[src/rtl/key_debounce.sv]
// -----------------------------------------------------------------------------
// key_debounce
//
// Debounces KEY_W raw, active-low push-button inputs. Each key passes through
// a 2-flop synchronizer and is then filtered by its own four-state machine
// and filter counter. The block produces a one-cycle press event and a clean
// pressed level for every key.
//
// Optional feature (compile-time macro KEY_LONG_PRESS_EN):
//   Adds a per-key hold counter and the key_long output. key_long pulses once
//   per press after the key has spent TIME_LONG cycles in DOWN. Time spent in
//   RELEASE_DB pauses the count. It does not clear it.
//
// Parameters:
//   KEY_W      number of keys
//   TIME_20MS  filter length in clk cycles
//   CNT_W      filter counter width, 2**CNT_W > TIME_20MS
//   TIME_LONG  long-press threshold in clk cycles (KEY_LONG_PRESS_EN only)
//
// Ports:
//   clk        system clock
//   rst_n      asynchronous reset, active low
//   key_in     raw key pins, active low, asynchronous to clk
//   key_flag   one-cycle pulse per key on each debounced press
//   key_state  debounced level per key, 1 = pressed
//   key_long   one-cycle long-press pulse per key (KEY_LONG_PRESS_EN only)
// -----------------------------------------------------------------------------
module key_debounce #(
  parameter int KEY_W     = 4,
  parameter int TIME_20MS = 100_000,
  parameter int CNT_W     = 17,
  parameter int TIME_LONG = 5_000_000
) (
  input  logic             clk,
  input  logic             rst_n,
  input  logic [KEY_W-1:0] key_in,
  output logic [KEY_W-1:0] key_flag,
  output logic [KEY_W-1:0] key_state
`ifdef KEY_LONG_PRESS_EN
  ,
  output logic [KEY_W-1:0] key_long
`endif
);

  typedef enum logic [1:0] {
    IDLE       = 2'd0,
    PRESS_DB   = 2'd1,
    DOWN       = 2'd2,
    RELEASE_DB = 2'd3
  } state_e;

  localparam logic [CNT_W-1:0] CNT_LAST = CNT_W'(TIME_20MS - 1);

  // Synchronizer stages. Both stages reset to 1, the released level.
  logic [KEY_W-1:0] sync1_q, sync1_d;
  logic [KEY_W-1:0] sync2_q, sync2_d;

  state_e           state_q [KEY_W];
  state_e           state_d [KEY_W];
  logic [CNT_W-1:0] cnt_q   [KEY_W];
  logic [CNT_W-1:0] cnt_d   [KEY_W];

  logic [KEY_W-1:0] key_flag_q,  key_flag_d;
  logic [KEY_W-1:0] key_state_q, key_state_d;

`ifdef KEY_LONG_PRESS_EN
  // The hold counter runs one step past TIME_LONG-1 to TIME_LONG and then
  // parks there. That terminal value marks the pulse as already sent for
  // this press.
  localparam int              HOLD_W    = $clog2(TIME_LONG + 1);
  localparam logic [HOLD_W-1:0] HOLD_LAST = HOLD_W'(TIME_LONG - 1);
  localparam logic [HOLD_W-1:0] HOLD_DONE = HOLD_W'(TIME_LONG);

  logic [HOLD_W-1:0] hold_q [KEY_W];
  logic [HOLD_W-1:0] hold_d [KEY_W];
  logic [KEY_W-1:0]  key_long_q, key_long_d;
`endif

  // ---------------------------------------------------------------------------
  // Next-state logic for all keys
  // ---------------------------------------------------------------------------
  // NOTE: every signal written in this block first gets a default value. A
  // path that leaves a signal unassigned would otherwise infer a latch.
  always_comb begin
    sync1_d     = key_in;
    sync2_d     = sync1_q;
    key_flag_d  = '0;
    key_state_d = '0;
`ifdef KEY_LONG_PRESS_EN
    key_long_d  = '0;
`endif

    for (int i = 0; i < KEY_W; i++) begin
      state_d[i] = state_q[i];
      cnt_d[i]   = cnt_q[i];

      unique case (state_q[i])
        IDLE: begin
          if (!sync2_q[i]) begin
            state_d[i] = PRESS_DB;
            cnt_d[i]   = '0;
          end
        end
        PRESS_DB: begin
          if (sync2_q[i]) begin
            // The press did not stay stable long enough, so it is a bounce.
            state_d[i] = IDLE;
            cnt_d[i]   = '0;
          end else if (cnt_q[i] == CNT_LAST) begin
            state_d[i]    = DOWN;
            cnt_d[i]      = '0;
            key_flag_d[i] = 1'b1;
          end else begin
            cnt_d[i] = cnt_q[i] + CNT_W'(1);
          end
        end
        DOWN: begin
          if (sync2_q[i]) begin
            state_d[i] = RELEASE_DB;
            cnt_d[i]   = '0;
          end
        end
        RELEASE_DB: begin
          if (!sync2_q[i]) begin
            // A glitch during a hold. Resume the press without a new flag.
            state_d[i] = DOWN;
            cnt_d[i]   = '0;
          end else if (cnt_q[i] == CNT_LAST) begin
            state_d[i] = IDLE;
            cnt_d[i]   = '0;
          end else begin
            cnt_d[i] = cnt_q[i] + CNT_W'(1);
          end
        end
        default: begin
          state_d[i] = IDLE;
          cnt_d[i]   = '0;
        end
      endcase

      // The level is registered from the next state, so it changes on the
      // same edge as the state transition.
      key_state_d[i] = (state_d[i] == DOWN) || (state_d[i] == RELEASE_DB);

`ifdef KEY_LONG_PRESS_EN
      hold_d[i] = hold_q[i];
      if (state_q[i] == PRESS_DB && state_d[i] == DOWN) begin
        // A fresh press starts timing from zero. A return from RELEASE_DB
        // keeps the count it already has.
        hold_d[i] = '0;
      end else if (state_q[i] == DOWN && hold_q[i] != HOLD_DONE) begin
        hold_d[i] = hold_q[i] + HOLD_W'(1);
        if (hold_q[i] == HOLD_LAST) begin
          key_long_d[i] = 1'b1;
        end
      end
`endif
    end
  end

  // ---------------------------------------------------------------------------
  // State registers
  // ---------------------------------------------------------------------------
  // NOTE: sequential state uses non-blocking assignments only. All flops then
  // update together at the edge, whatever the order of the statements.
  always_ff @(posedge clk or negedge rst_n) begin
    if (!rst_n) begin
      sync1_q     <= '1;
      sync2_q     <= '1;
      key_flag_q  <= '0;
      key_state_q <= '0;
      for (int i = 0; i < KEY_W; i++) begin
        state_q[i] <= IDLE;
        cnt_q[i]   <= '0;
      end
    end else begin
      sync1_q     <= sync1_d;
      sync2_q     <= sync2_d;
      key_flag_q  <= key_flag_d;
      key_state_q <= key_state_d;
      for (int i = 0; i < KEY_W; i++) begin
        state_q[i] <= state_d[i];
        cnt_q[i]   <= cnt_d[i];
      end
    end
  end

`ifdef KEY_LONG_PRESS_EN
  always_ff @(posedge clk or negedge rst_n) begin
    if (!rst_n) begin
      key_long_q <= '0;
      for (int i = 0; i < KEY_W; i++) begin
        hold_q[i] <= '0;
      end
    end else begin
      key_long_q <= key_long_d;
      for (int i = 0; i < KEY_W; i++) begin
        hold_q[i] <= hold_d[i];
      end
    end
  end

  assign key_long = key_long_q;
`endif

  assign key_flag  = key_flag_q;
  assign key_state = key_state_q;

endmodule

[config.mk]
export PLATFORM = sky130hd
export DESIGN_NAME = key_debounce
export DESIGN_NICKNAME = d
export VERILOG_FILES = /design/src/rtl/key_debounce.sv
export SDC_FILE = /design/constraint.sdc
export NUM_CORES = 1
export LEC_CHECK = 0
export CELL_PAD_IN_SITES_DETAIL_PLACEMENT = 0
export CELL_PAD_IN_SITES_GLOBAL_PLACEMENT = 1
export CORE_MARGIN = 1
export CORE_UTILIZATION = 48
export CTS_CLUSTER_SIZE = 8
export DETAILED_ROUTE_END_ITERATION = 6
export PLACE_DENSITY = 0.79
export SKIP_CTS_REPAIR_TIMING = 1
export SKIP_LAST_GASP = 1
export SYNTH_ARGS = -nofsm -noshare
export SYNTH_HDL_FRONTEND = slang
export SYNTH_SLANG_ARGS = --single-unit
[constraint.sdc]
create_clock -name clk -period 2.4 [get_ports clk]
set_clock_uncertainty 0.2 [all_clocks]
set_input_delay 0.24 -clock clk [delete_from_list [all_inputs] [get_ports clk]]
set_output_delay 0.24 -clock clk [all_outputs]
set_load 0.02 [all_outputs]
==> results.json <==
{
  "p_per_area_nw_per_um2": 524.3,
  "clkLatencyLatePin_ns": 0.36,
  "hold_path.class": "in2reg",
  "vias": 3779,
  "cts_buffers": 9,
  "ios": 14,
  "critPathMaxFanout": 16,
  "synth_compound_gate_area_share_pct": 17.99,
  "grt.overflow.total": 0,
  "fmax_mhz": 442.4,
  "cts_max_path_buffers": 2,
  "grt_pass1_vias": 3593,
  "final_cell_mix": "dfrtp_1 (81), nand2_1 (60), o21ai_0 (32)",
  "yosysWarnings": 0,
  "io_buffers": 13,
  "power.total_mw": 2.667,
  "yosysTopAreaCell": "dfrtp_1",
  "routedWlPerCell_um": 15.01,
  "grt_max_degree": 38,
  "synth_top_family_by_area": "simple AND/OR/NAND/NOR gates",
  "syn-cell-area_um2": 4556,
  "startpoint_type": "flop",
  "die_h_um": 99.42,
  "synth_cells": 483,
  "layout.cells.most_common": "dfrtp_1",
  "worstSetupPathType": "reg2reg",
  "clk_pin_slew_ns": 0.10,
  "syn_area_per_cell_um2": 9.432,
  "core_area_um2": 9196,
  "drt_wl_total_um": 9413,
  "r2r_slack_ns": 0.14,
  "rr_worst_depth": 5,
  "hold_viol": 0,
  "status": "completed",
  "synthXorXnorAreaFrac_pct": 1.154,
  "clock-sinks": 89,
  "ys.flop_type": "dfrtp_1",
  "postLayoutCoreUtil_pct": 55.32,
  "leakage_nw": 2.146,
  "grt_pass1_wl_um": 16330,
  "htreeDepth": 3,
  "drt_iter0_drc": 85,
  "yosys.cell_types.count": 51,
  "worst_setup_path_end_kind": "flop",
  "worst_pin_slew_ns": 0.7171,
  "dpl_cell_area_um2": 4897,
  "final_area_um2": 5087,
  "setup_viol": 0,
  "die_x_um": 99.42,
  "fin_crit_ns": 2.260,
  "root_buffer": "clkbuf_8",
  "vias_per_cell": 6.027,
  "whs_ns": 0.09229,
  "post-dp-hpwl_um": 6405,
  "dieArea_um2": 9884,
  "fp-row-count": 35,
  "cts_tree": "built",
  "rsz0062_at_grt": "false",
  "syn_nets": 493,
  "diodes": 0,
  "synth-async-reset-ratio_pct": 100.0,
  "antenna_found_initial": 0,
  "drv_cap": 0,
  "start_util_pct": 49.54,
  "ys_seq_area_share_pct": 49.11,
  "worstPathArrival_ns": 2.32,
  "drv_slew": 0,
  "yosys.area_share.simple_pct": 25.05,
  "finalCritPeriodShare_pct": 94.18,
  "final_nets": 521,
  "ant_nets": 0,
  "slew_headroom_pct": 52.02,
  "ys_ff_latch": 89,
  "synthMuxAreaShare_pct": 1.785,
  "min_path_cells": 1,
  "grtUsageTotal_pct": 20.54,
  "synthTopCellsByArea": "dfrtp_1 (44%), nand2_1 (4.9%), dfstp_2 (4.6%)",
  "ir_drop_mv": 0.3418,
  "drc": 0,
  "drtPass1Iterations": 4,
  "tns_ns": 0,
  "netlist.area_leader.share_pct": 44.49,
  "synth_fa_ha_area_share_pct": 1.099,
  "synth-edff-count": 0,
  "area_growth_pct": 11.67,
  "place.gp.congestion": 0.8069,
  "drive_above_1_share_pct": 12.02,
  "worstPathRequired_ns": 2.46
}
==> final cells by class <==
cell class / instances / area, µm²
clock buffers: 10 / 127.6
well taps: 111 / 138.9
multi-input cells: 357 / 2155
inverters: 17 / 63.81
repair buffers: 37 / 322.8
clock inverters: 6 / 42.54
fillers: 817 / 4109
flip-flops and latches: 89 / 2237
==> synth_stat cells, drive strengths merged (6+ instances only) <==
cell    instances
and4            6
nor3           17
nand4          18
nand3          31
nand2          60
buf            12
dfrtp          81
a22o            6
nor4            7
clkbuf          8
mux2i           7
a21oi          29
a31oi          24
nor2           24
or3            15
a21o           16
or2             6
and2            8
o21ai          32
dfstp           8
inv            17
==> layer usage <==
metal	global-route usage, %	share of wire [%]
met1	28.52	51
met2	32.85	45
met3	3.303	3.2
met4	7.127	1.2
met5	0	0
==> report_power, final <==
part / internal (mW) / total [mW] / switching, mW
Clock: 0.379 / 0.930 / 0.551
Combinational: 0.0665 / 0.179 / 0.112
Sequential: 1.53 / 1.56 / 0.0281
Total: 1.98 / 2.67 / 0.691
==> logic make-up after synthesis <==
logic type	Yosys count
buffers and inverters	37
muxes	8
DFF	89
AOI/OAI and AO/OA	128
xor gates and xnor gates	6
and+or+nand+nor	211
adders and majority gates	4
==> metrics by stage <==
step           setup WS (ns)  instances
2_1_floorplan         0.2281        483
3_3_place_gp         0.09086        610
3_5_place_dp         0.05675        610
4_1_cts              0.01393        626
5_1_grt             0.003873        627
6_report              0.1396        627
==> critical path: stages, from the launching register on <==
cell     delay (ns)
dfrtp_1        0.42
or4_4          0.55
nor4_4         0.39
nor2_2         0.23
a21o_1         0.20
a21o_1         0.16
==> path summary, 6_finish.rpt <==
path	from	endpoint
worst max-delay path	cnt_q[5]$_DFFE_PN0P_	cnt_q[11]$_DFFE_PN0P_
worst min register to register	sync1_q[0]$_DFF_PN1_	sync2_q[0]$_DFF_PN1_
worst min-delay path	key_in[3]	sync1_q[3]$_DFF_PN1_
worst max register to register	cnt_q[5]$_DFFE_PN0P_	cnt_q[11]$_DFFE_PN0P_
min in group asynchronous	rst_n	cnt_q[17]$_DFFE_PN0P_
max in group asynchronous	rst_n	sync1_q[2]$_DFF_PN1_
==> sequential cells by signal (all words and copies together) (netlist names) <==
signal / flops
cnt_q: 68
key_flag: 4
key_state: 2
state_q: 7
sync1_q: 4
sync2_q: 4
No activity file was read; power rests on OpenSTA's default activity.
==> variant: new RTL, config.mk and constraints unchanged <==
`CNT_W`: 17 -> 13.
--- a/src/rtl/key_debounce.sv
+++ b/src/rtl/key_debounce.sv
@@ -30,3 +30,3 @@
   parameter int TIME_20MS = 100_000,
-  parameter int CNT_W     = 17,
+  parameter int CNT_W     = 13,
   parameter int TIME_LONG = 5_000_000
Function: same outputs for any inputs over 10 cycles, from zero or initial values and one cycle with rst_n low; that may be too few to reach the edited logic, so the function may still have changed.
==> variant against the unedited design <==
Hold slack improved by 0.010 ns; setup slack improved by 0.11 ns; via count decreased by 26%; sequential cell count decreased by 14; power decreased by 3.6%; final area decreased by 20%; combinational power decreased by 21%; wire length decreased by 25%; area after synthesis decreased by 22%; sequential power decreased by 14%; largest cell class unchanged; critical path depth increased by 1; critical path type unchanged; largest power group unchanged.
==> variant: results (changes against the unedited design) <==
* Worst path arrival time at 2.23 ns (was 2.32 ns)
* Share of layout cells above drive strength 1 at 0.101 (was 0.120)
* VDD IR max at 0.495 mV (was 0.342 mV)
* Vias in the first global route at 2559 (was 3593)
* Register area share after synthesis at 0.528 (was 0.491)
* First-pass GRT wire length at 12.2 mm (was 16.3 mm)
* Largest regs: cnt_q x52, state_q x7 (was cnt_q x68, state_q x7)
* DRT iter0 DRCs at 105 (was 85)
* Commonest cells in the netlist: 67 x dfrtp_1, 44 x nand2_1, 32 x o21ai_0 (was 81 x dfrtp_1, 60 x nand2_1, 32 x o21ai_0)
* Leak at 1.66 nW (was 2.15 nW)
* WL final at 7.04 mm (was 9.41 mm)
* Detailed-placement wirelength estimate at 4.81 mm (was 6.41 mm)
* Mapped Nets at 379 (was 493)
* Max Fanout on Critical Path at 17 (was 16)
* Status: complete, no violations (unchanged)
* Global-route usage over all layers at 0.206 (was 0.205)
* Routability cong. at 0.753 (was 0.807)
* Via density at 5.69 (was 6.03)
* Relative slew slack at 0.518 (was 0.520)
* Largest stage delay on the critical path at 0.59 ns (was 0.55 ns)
* Top delay family on crit path: compound AO/OA/AOI/OAI gates (was simple AND/OR/NAND/NOR gates)
* Dpl ws at 0.0191 ns (was 0.0567 ns)
* Crit-path slowest cell: a21oi_2 (was or4_4)
* Synth unique cells at 48 (was 51)
* Synth area leaders: dfrtp_1 47%, dfstp_2 5.9%, nand2_1 4.6%, o21ai_0 4.5%, nand3_1 3.8% (was dfrtp_1 44%, nand2_1 4.9%, dfstp_2 4.6%, o21ai_0 3.5%, nand3_1 3.4%)
* Largest net degree at the start of global routing at 43 (was 38)
## variant: area by class of cell
class                      count  area (um^2)
inverter                      10         37.5
clock buffer                  12          145
multi-input combinational    274         1600
clock inverter                 4         76.3
sequential                    75         1890
fill                         652         3150
timing repair buffer          20          195
tap                           99          124
## variant: power by group
| group | switching, mW | internal [mW] | total [mW] |
|---|---|---|---|
| clock | 0.474 | 0.617 | 1.09 |
| combinational | 0.0887 | 0.0522 | 0.141 |
| sequential | 0.0377 | 1.30 | 1.34 |
| total | 0.601 | 1.97 | 2.57 |
## variant: cells by family after synthesis
group,count (synthesis),synth area share
and+or+nand+nor,155,0.227
adders and majority gates,4,0.0140
muxes,2,0.00560
buffers and inverters,20,0.0249
xor gates and xnor gates,9,0.0221
DFF,75,0.528
AOI/OAI and AO/OA,104,0.179
## variant: final timing paths
| check | from | slack [ns] | endpoint | cells after the start |
|---|---|---|---|---|
| min in group asynchronous | rst_n | 0.22 | cnt_q[29]$_DFFE_PN0P_ | 2 |
| min reg2reg | sync1_q[3]$_DFF_PN1_ | 0.15 | sync2_q[3]$_DFF_PN1_ | 0 |
| max in group asynchronous | rst_n | 1.13 | sync2_q[0]$_DFF_PN1_ | 3 |
| max reg2reg | cnt_q[0]$_DFFE_PN0P_ | 0.25 | cnt_q[5]$_DFFE_PN0P_ | 6 |
| min | key_in[3] | 0.10 | sync1_q[3]$_DFF_PN1_ | 1 |
| max | cnt_q[0]$_DFFE_PN0P_ | 0.25 | cnt_q[5]$_DFFE_PN0P_ | 6 |
## variant: layer usage
metal / global-route usage / wire length, um
met5: 0 / 0
met2: 0.306 / 3200
met1: 0.289 / 3450
met4: 0.0968 / 127
met3: 0.0410 / 262
## variant: through the flow
stage	total power [mW]	hold slack, ns	std cells
2_1_floorplan	1.44	-0.256	369
3_3_place_gp	1.50	0.0697	477
3_5_place_dp	1.51	0.0716	477
4_1_cts	2.60	-0.313	493
5_1_grt	2.68	0.0837	494
6_report	2.57	0.102	494
